File: config.mk
export PLATFORM = sky130hd
export DESIGN_NAME = masked_state_tx
export DESIGN_NICKNAME = d
export VERILOG_FILES = /design/src/rtl/masked_aes_pkg.sv /design/src/rtl/masked_byte_encoder.sv /design/src/rtl/masked_state_tx.sv
export SDC_FILE = /design/constraint.sdc
export NUM_CORES = 1
export LEC_CHECK = 0
export BUFFER_PORTS_ARGS = -buffer_cell sky130_fd_sc_hd__buf_2
export CORE_MARGIN = 2
export CORE_UTILIZATION = 57
export CTS_CLUSTER_DIAMETER = 120
export DETAILED_ROUTE_END_ITERATION = 10
export GPL_ROUTABILITY_DRIVEN = 0
export HOLD_SLACK_MARGIN = 0.02
export PLACE_DENSITY_LB_ADDON = 0.1
export SYNTH_ARGS = -nofsm -noshare
export SYNTH_HDL_FRONTEND = slang
export SYNTH_HIERARCHICAL = 1
export SYNTH_SLANG_ARGS = --single-unit
File: constraint.sdc
create_clock -name clk -period 4.37 [get_ports clk]
set_input_delay 0 -clock clk [delete_from_list [all_inputs] [get_ports clk]]
set_output_delay 0 -clock clk [all_outputs]
set_load 0.05 [all_outputs]
File: src/rtl/masked_aes_pkg.sv
// Shared constants, mask pattern and state type for the masked AES byte path.
package masked_aes_pkg;

   localparam int NBYTES_DEFAULT = 16;

   // Per-bit mask selectors: m0 drives bits 1,2,3,4,6 and m1 drives bits 0,1,2,5,7,
   // so bits 1 and 2 carry m0^m1.
   localparam logic [7:0] MASK_SEL_M0 = 8'h5E;
   localparam logic [7:0] MASK_SEL_M1 = 8'hA7;

   typedef enum logic {
      IDLE = 1'b0,
      SEND = 1'b1
   } tx_state_e;

   function automatic logic [7:0] mask_pattern(input logic m0, input logic m1);
      return ({8{m0}} & MASK_SEL_M0) ^ ({8{m1}} & MASK_SEL_M1);
   endfunction

endpackage

File: src/rtl/masked_byte_encoder.sv
// Combinational two-share encoder: share0 ^ share1 ^ M(m0,m1) reconstructs data.
module masked_byte_encoder
   import masked_aes_pkg::*;
(
   input  logic [7:0] data,
   input  logic [7:0] rnd,
   input  logic       m0,
   input  logic       m1,
   output logic [7:0] share0,
   output logic [7:0] share1
);

   assign share1 = rnd;
   assign share0 = data ^ mask_pattern(m0, m1) ^ rnd;

endmodule

File: src/rtl/masked_state_tx.sv
// Byte-serial transmitter turning a plaintext AES state into masked two-share bytes.
//
//   state | meaning
//   IDLE  | waiting for a block; in_ready high, outputs cleared
//   SEND  | presenting masked byte idx; advances on each out handshake
module masked_state_tx
   import masked_aes_pkg::*;
#(
   parameter  int NBYTES = NBYTES_DEFAULT,
   localparam int IDX_W  = (NBYTES > 1) ? $clog2(NBYTES) : 1
) (
   input  logic                  clk,
   input  logic                  rst,
   input  logic                  in_valid,
   output logic                  in_ready,
   input  logic [8*NBYTES-1:0]   in_data,
   input  logic [1:0]            rnd_mask,
   input  logic [7:0]            rnd_share,
   output logic                  out_valid,
   input  logic                  out_ready,
   output logic [7:0]            out_share0,
   output logic [7:0]            out_share1,
   output logic                  out_m0,
   output logic                  out_m1,
   output logic [IDX_W-1:0]      out_idx,
   output logic                  out_last
);

   localparam logic [IDX_W-1:0] IDX_LAST = IDX_W'(NBYTES - 1);

   tx_state_e                 state_q, state_d;
   logic [NBYTES-1:0][7:0]    block_q, block_d;
   logic [1:0]                mask_q, mask_d;
   logic [7:0]                share0_q, share0_d;
   logic [7:0]                share1_q, share1_d;
   logic [IDX_W-1:0]          idx_q, idx_d;

   logic [7:0]                enc_data, enc_share0, enc_share1;
   logic                      enc_m0, enc_m1, load_byte;

   masked_byte_encoder u_enc (
      .data   (enc_data),
      .rnd    (rnd_share),
      .m0     (enc_m0),
      .m1     (enc_m1),
      .share0 (enc_share0),
      .share1 (enc_share1)
   );

   always_comb begin
      state_d   = state_q;
      block_d   = block_q;
      mask_d    = mask_q;
      idx_d     = idx_q;
      share0_d  = share0_q;
      share1_d  = share1_q;
      enc_data  = '0;
      enc_m0    = 1'b0;
      enc_m1    = 1'b0;
      load_byte = 1'b0;
      unique case (state_q)
         IDLE: begin
            if (in_valid) begin
               block_d   = in_data;
               mask_d    = rnd_mask;
               idx_d     = '0;
               enc_data  = in_data[7:0];
               enc_m0    = rnd_mask[0];
               enc_m1    = rnd_mask[1];
               load_byte = 1'b1;
               state_d   = SEND;
            end
         end
         SEND: begin
            if (out_ready) begin
               if (idx_q == IDX_LAST) begin
                  // Wipe plaintext and shares so nothing lingers between blocks.
                  state_d  = IDLE;
                  block_d  = '0;
                  mask_d   = '0;
                  idx_d    = '0;
                  share0_d = '0;
                  share1_d = '0;
               end else begin
                  idx_d     = idx_q + IDX_W'(1);
                  enc_data  = block_q[idx_d];
                  enc_m0    = mask_q[0];
                  enc_m1    = mask_q[1];
                  load_byte = 1'b1;
               end
            end
         end
         default: state_d = IDLE;
      endcase
      if (load_byte) begin
         share0_d = enc_share0;
         share1_d = enc_share1;
      end
   end

   always_ff @(posedge clk) begin
      if (rst) begin
         state_q  <= IDLE;
         block_q  <= '0;
         mask_q   <= '0;
         share0_q <= '0;
         share1_q <= '0;
         idx_q    <= '0;
      end else begin
         state_q  <= state_d;
         block_q  <= block_d;
         mask_q   <= mask_d;
         share0_q <= share0_d;
         share1_q <= share1_d;
         idx_q    <= idx_d;
      end
   end

   // in_ready is held low while reset is asserted, high in IDLE otherwise.
   assign in_ready   = (state_q == IDLE) && !rst;
   assign out_valid  = (state_q == SEND);
   assign out_share0 = share0_q;
   assign out_share1 = share1_q;
   assign out_m0     = mask_q[0];
   assign out_m1     = mask_q[1];
   assign out_idx    = idx_q;
   assign out_last   = out_valid && (idx_q == IDX_LAST);

endmodule

# Word level (Yosys, flattened, before mapping)
# Index checks and enable logic that the tools add are counted.
# word_totals
register_bits	151
# classes
bitwise_logic	4
n_eq_ne	4
order_cmp	1
reduce_logical	9
n_addsub	1
mux	37
# ops
cell	n
$mux W128	3
$pmux W128 S2	1
$mux W8	9
$bmux W8 S4	1
$pmux W8 S2	1
$xor A8 B8 Y8	2
$mux W4	3
$mux W1	10
$pmux W1 S2	4
$pmux W4 S2	1
$xor A7 B8 Y8	1
$mux W2	3
$reduce_and A3 Y1	2
$reduce_bool A2 Y1	3
$lt A4 B5 Y1 const B	1
$add A4 B1 Y4 const B	1
$eq A4 B4 Y1 const B	1
$ne A2 B2 Y1 const B	2
$pmux W2 S2	1
$logic_and A1 B1 Y1	2
$ne A2 B1 Y1 const B	1
$reduce_and A2 Y1	1
$logic_not A1 Y1	1
$not A1 Y1	1

# Longest topological paths before layout
# Gate-level depths: netlist of run 1.
# depth
ltp_word	9
ltp_mapped	11
ltp_nobuf	9

# Cells and area by module
# The synthesis of run 1 kept the hierarchy.
# modules_own_cells
module	instances	cells_per_inst	area_per_inst_um2
masked_state_tx	1	689	6276.0
masked_byte_encoder	1	25	216.5

# Worst setup path after synthesis of run 1
# OpenSTA, ideal clock, no wires.
# synth_timing
path_type	register -> register
startpoint	register idx_q[0], in the netlist out_idx[0]
endpoint	register share0_q[6], in the netlist out_share0[6]
required_ps	4242
slack_ps	1484
setup_time_ps	128
path_buffers	1
path_stages_with_launch	11
arrival_time_ps	2759
path_cell_list	dfxtp_1 > ha_1 > xor2_2 > buf_6 > mux4_2 > o31ai_1 > a41o_1 > xnor2_1 > xnor2_1 > a22oi_1 > nor2_1
# synth_between
elab_chain_len	9
word_cells_on_any_way	21
# synth_lines
item	line_no	text
start: declaration	masked_state_tx.sv:36	logic [IDX_W-1:0] idx_q, idx_d;
start signal: assignment	masked_state_tx.sv:115	idx_q <= idx_d;
$add A4 B1 Y4	masked_state_tx.sv:85	idx_d = idx_q + IDX_W'(1);
$bmux W8 S4	masked_state_tx.sv:86	enc_data = block_q[idx_d];
$mux W8 (not written as such)	masked_state_tx.sv:86	
$mux W8 *	masked_state_tx.sv:76	if (idx_q == IDX_LAST) begin
$mux W8 *	masked_state_tx.sv:75	if (out_ready) begin
$pmux W8 S2 *	masked_state_tx.sv:61	unique case (state_q)
via enc_data[6]	masked_state_tx.sv:38	logic [7:0] enc_data, enc_share0, enc_share1;
$xor A8 B8 Y8 * (2 in series)	masked_byte_encoder.sv:14	assign share0 = data ^ mask_pattern(m0, m1) ^ rnd;
via enc_share0[6]	masked_state_tx.sv:38	
$mux W8 *	masked_state_tx.sv:95	if (load_byte) begin
end signal: assignment	masked_state_tx.sv:113	share0_q <= share0_d;
end: declaration	masked_state_tx.sv:34	logic [7:0] share0_q, share0_d;
# The timed path passes the listed nets; every way through them passes the cells marked *. The select of a mux whose other input is x is not followed.
# A chain may end at the register's enable or synchronous reset.

# Final worst setup path of run 1
# Same ends and word-level chain as after synthesis.

==> results.toml, run 1 <==
[worst_setup_path]
end_kind = "register"
rrSetupSlack_ns = 0.81
reg2reg_from = "out_idx[0]"
timing.rr.end = "out_share0[6]"
startpoint = "out_idx[0]"
worstSetupPathType = "reg -> reg"
timing.critical_path.required_ns = 4.66
path_buf_inv = 0
crit_slowest_cell = "ha_2"
worst_path_largest_cell_delay_ns = 0.97
cp.depth = 9
crit_arrival_ns = 3.85
crit_fanout = 37
path_cells = "ha_2 -> mux2i_1 -> mux4_2 -> o31ai_1 -> a41o_1 -> xnor2_1 -> xnor2_1 -> a22oi_1 -> nor2_1"
critPathLaunchType = "register"
critPathCapture = "out_share0[6]"
crit_top_cell = "xnor2_1"
cpLargestDelayFamily = "adder cells"
reg2reg_depth = 9

[place]
place_area_sq_mm = 0.00725
dp_cells = 954
place_hpwl_mm = 12.8
port_buffers = 166

[global_route]
grt_pass1_wl_mm = 34.9
grt_pass1_vias = 6822
grt-ovfl-total = 0
grt_max_degree = 108
grt_use_total = 0.360
antenna_found_initial = 0

[timing]
rsz0062_at_grt = "false"
fmax_mhz = 281
setup_viol = 0
finalCriticalPeriod_ns = 3.56
hold_viol = 0
slew_headroom = 0.175
fin_skew_ns = 0.00662
finalCritPeriodShare = 0.815
drv_slew = 0
worst_pin_slew_ns = 1.23
fin_setup_tns_ns = 0

[floorplanning]
dieHeight_um = 111
io_pins = 167
floorplan.rows = 38
core_sq_mm = 0.0110
die_area_sq_mm = 0.0123
start_util = 0.591
die_w_um = 111

[route]
drcViolationCount = 0
postRouteAntennaNets = 0
initialDrtViolationCount = 773
via_per_inst = 6.03
wl_mm = 22.6
wl_per_cell_um = 20.1
vias = 6793
firstDrtPassIters = 7

[cells_and_area]
fin_area_sq_mm = 0.00927
layout-drive-gt1-share = 0.219
fin_cells = 1127
nets = 1117
syn_to_final_growth_pct = 42.7
fillerInstances = 623
finalCoreUtilization = 0.844

[logic_synthesis]
syn_area_sq_mm = 0.00649
ys.flop_type = "dfxtp_1"
yosys_warnings = 6
ys_types = 31
async_reset_ff_frac = 0
avgSynthCellArea_sq_um = 9.09
synth-seq-area-share = 0.466
synth_top_area_frac = 0.466
yosysMostFrequentCell = "dfxtp_1"
synth_edf_count = 0
ys_seq_elements = 151
yosys.area.top_type = "dfxtp_1"
synthTopCellsByCount = "151 x dfxtp_1, 145 x nor2_1, 140 x a22oi_1, 66 x nand2_1, 41 x clkbuf_1"
synth.area.top_cells = "dfxtp_1 47%, a22oi_1 16%, nor2_1 8.4%, mux2i_1 6.2%, nand2_1 3.8%"
synthCells = 714
syn-num-nets = 857

[hold_path]
hold_path_class = "in -> reg"
hold_start = "rst"

[clocking]
clk_pin_slew_ns = 0.06
post_cts_buffers = 0
postCtsResizedCells = 0
htree_levels = 4
cts_made_buffers = 17
clock_latency_ns = 0.42
clockRootBuffer = "clkbuf_16"
clock_path_buffers = 2
cts_tree = "yes"
cts.sinks = 151

[pwr]
irDropWorstVdd_mv = 0.396
p_leak_nw = 3.84
pwr_density_cell_mw_per_mm2 = 390
finalPower_w = 0.00361

[status]
status = "finished, final reports clean"

[flow_run]
drv_cap = 0
==> how the worst min path moves through the flow <==
stage	endpoint	cells after the start
CTS	block_q[31]	2
floorplan	out_valid	1
finish	block_q[32]	2
global placement	block_q[40]	3
global route	block_q[51]	2
detailed placement	block_q[43]	3
==> registers in the layout, indices dropped and copies added (netlist names) <==
name	cells
block_q	128
out_share0	8
out_share1	8
out_idx	4
mask_q	2
out_valid	1
==> cell type report <==
type                       count  area (sq um)  area share
clock inverter                 9           123      0.0132
multi-input combinational    489          3140       0.339
clock buffer                  22           484      0.0522
sequential                   151          3020       0.326
antenna                        1          2.50    0.000270
timing repair buffer         315          2320       0.250
tap                          140           175      0.0189
==> cell families after synthesis <==
kind of cell | share of synthesized area
AOI/OAI and AO/OA | 0.211
xor gates and xnor gates | 0.0304
adders and majority gates | 0.00193
buffers and inverters | 0.0553
DFF | 0.466
muxes | 0.0917
and+or+nand+nor | 0.144
==> per-layer routing <==
layer  wire length [um]  track usage  vias to the layer above  part of all wire
li1                   -            -                     3069                 -
met1               8080        0.403                     3192              0.36
met2              11400        0.618                      425              0.50
met3               1730       0.0809                      107             0.076
met4               1400        0.229                        0             0.062
met5                  0            0                        -                 0
==> layout by cell type (no fill, tap or decap), types with 2 or more instances in the layout <==
master         count
a22o_1             2
xor2_2             2
a22oi_1          140
xnor2_2            2
dlygate4sd3_1    141
clkbuf_16         17
buf_2            165
nand3_1           17
mux4_1             4
mux2i_1           40
clkinv_2           5
mux4_2             4
nand2_1           66
and2_1             3
nor2_1           145
bufinv_16          3
clkbuf_8           4
buf_4              8
nor2b_1            2
a21oi_1           11
o31ai_1            8
a41o_1             8
nor3_1             2
dfxtp_1          151
a32oi_1            8
xnor2_1           16
==> metrics by stage <==
step	setup slack [ns]	hold slack [ns]
floorplan	1.48	0.115
global placement	1.05	0.248
detailed placement	0.868	0.255
CTS	0.832	0.238
global route	0.560	0.302
finish	0.808	0.255
==> power by group <==
group / switching (W) / total (W) / internal (W)
sequential: 0.0000621 / 0.00152 / 0.00146
clock: 0.000552 / 0.00150 / 0.000950
combinational: 0.000311 / 0.000587 / 0.000276
==> repair_timing <==
action                                 4_1_cts  5_1_grt
endpoints found under the hold margin      140        0
hold buffers                               141        0
setup endpoints to repair                    0        0
No activity file was read; power rests on OpenSTA's default activity.
==> run 2: changes to the inputs <==
Settings changed: CORE_UTILIZATION 57 to 53.
Clock period 4.37 ns to 3.52 ns, I/O delays scaled along.
==> run 2 against run 1 <==
Global-route usage is 2.2 points lower. Power is 33% higher. Combinational power is 25% higher.
==> results.toml, run 2 (synthesis gave the netlist of run 1 again) <==
[status]
status = "finished, final reports clean"

[clocking]
post_cts_buffers = 0
clock_latency_ns = 0.43
clockRootBuffer = "clkbuf_16"
clk_pin_slew_ns = 0.06
cts_tree = "yes"
htree_levels = 4
clock_path_buffers = 2
cts_made_buffers = 17
holdBufCountCts = 141
cts.sinks = 151
postCtsResizedCells = 0

[cells_and_area]
layout_commonest_cell = "buf_2"
fin_area_sq_mm = 0.00942
antenna_cells = 0
fillerInstances = 765
final_cell_mix = "165 x buf_2, 151 x dfxtp_1, 145 x nor2_1, 141 x dlygate4sd3_1, 140 x a22oi_1"
register_area_sq_mm = 0.00302
nets = 1122
multi_input_area_sq_mm = 0.00314
syn_to_final_growth_pct = 45.0
largest_reg_flops = 128
layout-drive-gt1-share = 0.225
top_register = "block_q"

[worst_setup_path]
cpLargestDelayFamily = "XOR/XNOR gates"
path_cells = "ha_2 -> xor2_2 -> mux4_2 -> o31ai_1 -> a41o_1 -> xnor2_1 -> xnor2_1 -> a22oi_1 -> nor2_1"
crit_slowest_cell = "xor2_2"
worst_path_largest_cell_delay_ns = 0.59
critPathLaunchType = "register"
worstSetupPathType = "reg -> reg"
end_kind = "register"
crit_fanout = 10
crit_top_cell = "xnor2_1"
timing.critical_path.required_ns = 3.81
crit_arrival_ns = 3.28
path_buf_inv = 0

[timing]
fin_setup_tns_ns = 0
finalCriticalPeriod_ns = 2.99
finalCritPeriodShare = 0.850
hold_viol = 0
setup_viol = 0
fmax_mhz = 334
rsz0062_at_grt = "false"
finalWorstSetupSlack_ns = 0.528
drv_slew = 0
fin_skew_ns = 0.00762
fin_hold_ws_ns = 0.136
worst_pin_slew_ns = 0.825
slew_headroom = 0.447

[route]
wl_per_cell_um = 19.1
drcViolationCount = 0
initialDrtViolationCount = 688
via_per_inst = 5.84
wl_mm = 21.7
vias = 6657
postRouteAntennaNets = 0
firstDrtPassIters = 8

[global_route]
antenna_found_initial = 0
grt-ovfl-total = 0
grt_pass1_vias = 6615
grt_max_degree = 78
grt_use_total = 0.338
grt_pass1_wl_mm = 33.8

[floorplanning]
start_util = 0.543
die_area_sq_mm = 0.0132
die_w_um = 115
io_pins = 167
floorplan.rows = 40
dieHeight_um = 115
core_sq_mm = 0.0120

[place]
place_hpwl_mm = 13.4
place_area_sq_mm = 0.00729
place_ws_ns = 0.571
port_buffers = 166

[pwr]
finalPower_w = 0.00480
irDropWorstVdd_mv = 0.457
p_leak_nw = 3.90
pwr_density_cell_mw_per_mm2 = 509

[hold_path]
hold_path_class = "in -> reg"

[flow_run]
drv_cap = 0
## run 2: cell count changes in the layout (fill, tap and decap cells not counted), sizes merged
cell and delta:
clkinvlp +3, bufinv +4, clkinv -4, buf +5, diode -1, clkbuf -2
## run 2: through the flow
step,std cells,util
2_1_floorplan,714,-
3_3_place_gp,966,0.610
3_5_place_dp,966,0.610
4_1_cts,1139,0.787
5_1_grt,1139,0.787
6_report,1139,0.787
## run 2: final cells by class
class / instances / share of cell area
multi-input cells: 489 / 0.334
flip-flops and latches: 151 / 0.321
repair buffers: 320 / 0.250
clock buffers: 20 / 0.0496
clock inverters: 12 / 0.0260
well taps: 147 / 0.0195
## run 2: worst paths after layout
| path | startpoint | endpoint | slack, ns | depth (start not counted) |
|---|---|---|---|---|
| max | out_idx[1] | out_share0[5] | 0.53 | 9 |
| max reg2reg | out_idx[1] | out_share0[5] | 0.53 | 9 |
| min reg2reg | block_q[0] | block_q[0] | 0.45 | 2 |
| min | rst | block_q[19] | 0.14 | 2 |
## run 2: worst register-to-register path: cells and delay by family, from the launching register on
kind                     cells  cell delay, ns
adder cells (fa/ha/maj)      1            0.29
multiplexers                 1            0.60
AND/OR/NAND/NOR              1            0.05
AO/OA/AOI/OAI                3            0.67
flip-flops                   1            0.39
XOR/XNOR                     3            0.86
## run 2: power breakdown
part           total (W)  leakage (nW)  switching, W  internal [W]
clock network    0.00218         0.334      0.000722       0.00146
logic           0.000734          2.32      0.000390      0.000345
registers        0.00188          1.24     0.0000718       0.00181
## run 2: layer usage
| metal | vias to the layer above | GRT usage | part of all wire |
|---|---|---|---|
| li1 | 3082 | - | - |
| met1 | 3187 | 0.392 | 0.39 |
| met2 | 321 | 0.570 | 0.50 |
| met3 | 67 | 0.0794 | 0.069 |
| met4 | 0 | 0.193 | 0.047 |
| met5 | - | 0 | 0 |
